## src/rtl/rgb_pwm_driver.sv

```systemverilog
// Three-channel 8-bit PWM driver with a prescaled period counter and double-buffered duty values.
// Optional macro PWM_PHASE_EN staggers the green and blue phases by 85 and 170 counts.
module rgb_pwm_driver #(
    parameter int unsigned PRESCALE = 1
) (
    input  logic        clk,
    input  logic        rst,
    input  logic        en,
    input  logic [23:0] colour,
    output logic        pwm_r,
    output logic        pwm_g,
    output logic        pwm_b,
    output logic        period_start
);

    localparam int unsigned PW = (PRESCALE > 1) ? $clog2(PRESCALE) : 1;

    logic [PW-1:0] presc_q, presc_d;
    logic [7:0]    cnt_q, cnt_d;
    logic [7:0]    shadow_q [3];
    logic [7:0]    shadow_d [3];
    logic [2:0]    pwm_q, pwm_d;
    logic          period_start_q, period_start_d;

    logic [7:0]    field [3];
    logic [7:0]    phase [3];
    logic          tick;
    logic          wrap;

    // Channel index 0 = red, 1 = green, 2 = blue.
    for (genvar gi = 0; gi < 3; gi++) begin : g_chan
`ifdef PWM_PHASE_EN
        localparam logic [7:0] PHASE_OFF = 8'(85 * gi);
`else
        localparam logic [7:0] PHASE_OFF = 8'd0;
`endif
        assign field[gi] = colour[8*(2-gi) +: 8];
        assign phase[gi] = cnt_q + PHASE_OFF;
    end

    assign tick = (presc_q == PW'(PRESCALE - 1));
    assign wrap = tick && (cnt_q == 8'hFF);

    always_comb begin
        presc_d        = presc_q;
        cnt_d          = cnt_q;
        pwm_d          = '0;
        period_start_d = 1'b0;
        for (int i = 0; i < 3; i++) begin
            shadow_d[i] = shadow_q[i];
        end

        if (!en) begin
            // Disabled: hold the counters at the start of a period and keep shadows tracking colour.
            presc_d = '0;
            cnt_d   = '0;
            for (int i = 0; i < 3; i++) begin
                shadow_d[i] = field[i];
            end
        end else begin
            presc_d        = tick ? '0 : presc_q + 1'b1;
            cnt_d          = tick ? cnt_q + 8'd1 : cnt_q;
            period_start_d = wrap;
            for (int i = 0; i < 3; i++) begin
                pwm_d[i] = (phase[i] < shadow_q[i]) || (shadow_q[i] == 8'hFF);
                if (wrap) begin
                    shadow_d[i] = field[i];
                end
            end
        end
    end

    always_ff @(posedge clk or negedge rst) begin
        if (!rst) begin
            presc_q        <= '0;
            cnt_q          <= '0;
            pwm_q          <= '0;
            period_start_q <= 1'b0;
            for (int i = 0; i < 3; i++) begin
                shadow_q[i] <= '0;
            end
        end else begin
            presc_q        <= presc_d;
            cnt_q          <= cnt_d;
            pwm_q          <= pwm_d;
            period_start_q <= period_start_d;
            for (int i = 0; i < 3; i++) begin
                shadow_q[i] <= shadow_d[i];
            end
        end
    end

    assign pwm_r        = pwm_q[0];
    assign pwm_g        = pwm_q[1];
    assign pwm_b        = pwm_q[2];
    assign period_start = period_start_q;

endmodule

```

## config.mk

```make
export PLATFORM = sky130hd
export DESIGN_NAME = rgb_pwm_driver
export DESIGN_NICKNAME = d
export VERILOG_FILES = /design/src/rtl/rgb_pwm_driver.sv
export SDC_FILE = /design/constraint.sdc
export NUM_CORES = 1
export LEC_CHECK = 0
export ABC_AREA = 1
export CAP_MARGIN = 10
export CORE_MARGIN = 2
export CORE_UTILIZATION = 58
export DETAILED_ROUTE_END_ITERATION = 6
export PLACE_DENSITY = 0.83
export SLEW_MARGIN = 10
export SYNTH_ARGS = -nofsm -noshare
export SYNTH_HDL_FRONTEND = slang
export SYNTH_SLANG_ARGS = --single-unit
```

## constraint.sdc

```tcl
create_clock -name clk -period 2.53 [get_ports clk]
set_clock_uncertainty 0.15 [all_clocks]
set_input_delay 0.3795 -clock clk [delete_from_list [all_inputs] [get_ports clk]]
set_output_delay 0.3795 -clock clk [all_outputs]
set_load 0.05 [all_outputs]
```

==> tab_implementation.tex <==
\begin{tabular}{lr}
\hline
Metric & Value \\
\hline
\multicolumn{2}{l}{\textbf{Run status}} \\
Run status & finished clean \\
\multicolumn{2}{l}{\textbf{Global routing}} \\
First-pass GRT wire length & 7160 um \\
Grt ovf & 0 \\
Via count of the first global-routing pass & 1,660 \\
Maximum number of pins on one net before global-route repair & 37 \\
Tot GR Track Use & 21.8\% \\
Initial antenna violation count & 0 \\
\multicolumn{2}{l}{\textbf{Die}} \\
Row Count & 22 \\
Total die area & 0.00420 mm2 \\
Top-level I/O count & 31 \\
Initial standard-cell utilization of the core & 59.5\% \\
Area of the core & 0.00361 mm2 \\
Die Height & 64.8 um \\
Die W & 64.8 um \\
\multicolumn{2}{l}{\textbf{Drt}} \\
Antenna viol nets, final & 0 \\
TritonRoute pass-1 iters & 4 \\
DR vias & 1,718 \\
Number of DRC markers after the initial detailed-route iteration & 146 \\
Post-detailed-route DRC marker count & 0 \\
Via density per instance & 5.01 \\
Routed wire per std cell & 11.2 um \\
Detailed-route wire length & 3840 um \\
\multicolumn{2}{l}{\textbf{Job}} \\
Max cap viols & 0 \\
\multicolumn{2}{l}{\textbf{Power}} \\
Peak supply drop & 0.364 mV \\
Combinational share of power & 17.9\% \\
Leak Pwr & 1.37 nW \\
Switching power of the nets & 339 uW \\
Final Power & 1.28 mW \\
Switching share of power & 26.5\% \\
Cell internal pwr & 941 uW \\
Part of the total power dissipated in sequential elements & 50.4\% \\
Clk pwr share & 31.7\% \\
P per Cell Area & 501 mW/mm2 \\
\multicolumn{2}{l}{\textbf{Clock network}} \\
Num CTS Buffers & 5 \\
Quantity of gates resized following cts & 0 \\
Clk buf depth & 2 \\
CTS tree & built \\
Hold-fix buffer count after cts & 0 \\
Clock-pin slew on the worst setup and hold paths & 0.07 ns \\
Sink Count & 36 \\
CTS root buffer & clkbuf\_8 \\
Clk\_lat worst skew & 0.28 ns \\
\# Post-CTS Setup Buffers & 0 \\
Level count of the clock H-tree & 2 \\
\multicolumn{2}{l}{\textbf{Synthesis}} \\
Area contributors post-synth & dfrtp\_1 (42\%), ha\_1 (13\%), nand2\_1 (12\%) \\
Seq cells post-synth & 36 \\
Number of warning messages in the yosys log & 0 \\
Top-count cell post-synth & nand2\_1 \\
Share of the synthesized netlist area taken by xor and xnor gates & 0\% \\
Synth Area in Simple Gates & 30.7\% \\
Compound-Gate Fraction of Synth Area & 5.25\% \\
Net count after synthesis & 310 \\
Register area share after synthesis & 42.0\% \\
Most area-hungry cell type in the Yosys netlist & dfrtp\_1 \\
Most frequent cells after synthesis & nand2\_1 (70), dfrtp\_1 (36), inv\_1 (35) \\
Most used DFF post-synth & dfrtp\_1 \\
Multiplexer area fraction after synthesis & 0\% \\
Area share of fa/ha/maj cells after synthesis & 12.8\% \\
Post-Synthesis Cell Area & 0.00214 mm2 \\
Synthesized area per cell & 8.22 um2 \\
Largest family of logic cells by synthesized area & simple AND/OR/NAND/NOR gates \\
Instance count of the mapped netlist & 261 \\
Proportion of netlist area held by the largest area contributor & 42.0\% \\
Number of synthesized flops with an enable pin & 0 \\
Fraction of registers with async set/reset & 100\% \\
Number of distinct library cells after synthesis & 19 \\
\multicolumn{2}{l}{\textbf{Finish}} \\
Antenna diode count & 0 \\
Proportion of layout cells with a drive suffix above 1 & 11.5\% \\
Final Non-Filler Cells & 343 \\
Relative area change from synthesis to final layout & 19.2\% \\
Layout Nets & 343 \\
\multicolumn{2}{l}{\textbf{Placement}} \\
Routability-driven placement congestion ratio & 0.875 \\
Number of placed cells counting well taps & 335 \\
Post-DP HPWL & 2910 um \\
Port buffer count & 30 \\
\multicolumn{2}{l}{\textbf{Timing}} \\
Unrepaired setup endpoints after global routing & false \\
Maximum clock rate & 504 MHz \\
Final worst path period need & 1.98 ns \\
Max Transition Viols Final & 0 \\
Actual transition at the worst max-transition pin & 0.490 ns \\
Sum of negative setup slack & 0 ns \\
Final setup violation count & 0 \\
Worst rel slew slack & 67.2\% \\
Final period util & 78.4\% \\
Number of failing hold endpoints at the final stage & 0 \\
\multicolumn{2}{l}{\textbf{Critical path}} \\
CP required & 2.60 ns \\
Worst-path maximum fanout & 26 \\
Worst Reg-to-Reg Cells & 9 \\
Crit path launch & cnt\_q[1] \\
Worst flop-to-flop path endpoint & shadow\_q[4] \\
Launching element type of the critical path & flop \\
Arrival time reported for the critical path endpoint & 2.05 ns \\
Origin of the critical flop-to-flop path & cnt\_q[1] \\
Sort of element at the end of the critical path & flop \\
Worst reg-to-reg setup slack & 0.55 ns \\
Critical path class & reg -> reg \\
\multicolumn{2}{l}{\textbf{Worst hold path}} \\
Worst min path class & in -> async \\
\hline
\end{tabular}
## stage by stage
step / util (%) / worst slack [ns] / cell area [um2] / hold WS (ns)
2_1_floorplan: - / 0.949 / 2140 / -0.0661
5_1_grt: 70.9 / 0.336 / 2560 / 0.376
3_3_place_gp: 68.4 / 0.641 / 2470 / 0.336
3_5_place_dp: 68.4 / 0.529 / 2470 / 0.340
6_report: 70.9 / 0.546 / 2560 / 0.356
4_1_cts: 70.9 / 0.511 / 2560 / 0.359
## placed cells by master (no fill, tap or decap), drive strengths merged
cell            n
o21a            3
nor2           11
inv            36
buf             3
o21ai           3
ha             22
clkbuf          8
clkdlybuf4s50  30
nand2          92
dfrtp          36
a21oi          15
nand3          27
nor4            3
nor3            6
## power groups by stage
stage	Combinational [mW]	Clock, mW	Sequential [mW]
floorplan	0.134	0	0.660
global placement	0.225	0	0.654
detailed placement	0.231	0	0.655
CTS	0.231	0.420	0.645
global route	0.267	0.440	0.650
finish	0.229	0.406	0.646
## cells by family (layout without fill, tap and decap cells)
group / after synthesis / count (layout)
AO/OA/AOI/OAI: 21 / 21
AND/OR/NAND/NOR: 139 / 139
adder cells (fa/ha/maj): 22 / 22
flip-flops: 36 / 36
buffers and inverters: 43 / 77
## how the worst max path moves through the flow
stage | endpoint | cells past startpoint
6_report | shadow_q[4] | 9
5_1_grt | shadow_q[4] | 9
4_1_cts | shadow_q[4] | 9
3_5_place_dp | shadow_q[4] | 9
3_3_place_gp | shadow_q[6] | 9
2_1_floorplan | shadow_q[23] | 9
## flip-flops by register name (all words and copies together), names as in the netlist
name          count
pwm_q             3
cnt_q             8
shadow_q         24
period_start      1
## layout make-up
| type | instances | area (um2) |
|---|---|---|
| clock buffer | 8 | 90.1 |
| fill | 285 | 1050 |
| timing repair buffer | 33 | 323 |
| multi-input combinational | 182 | 1050 |
| tap | 48 | 60.1 |
| inverter | 36 | 135 |
| sequential | 36 | 901 |
## layer usage
metal	wire, um	share of wire [%]	vias up	track usage, %
li1	-	-	891	-
met1	1860	49	785	28.8
met4	61	1.6	0	7.71
met3	140	3.7	5	3.82
met5	0	0	-	0
met2	1770	46	37	36.1
## worst max-delay path, stage by stage (launching register included)
cell	delay (ns)
dfrtp_1	0.43
ha_1	0.19
nand2_1	0.07
inv_2	0.09
nand3_4	0.09
nor3_4	0.18
nand2_4	0.20
nand2_4	0.35
nand2_1	0.10
nand2_1	0.07
Power figures use the tool's default switching activity.
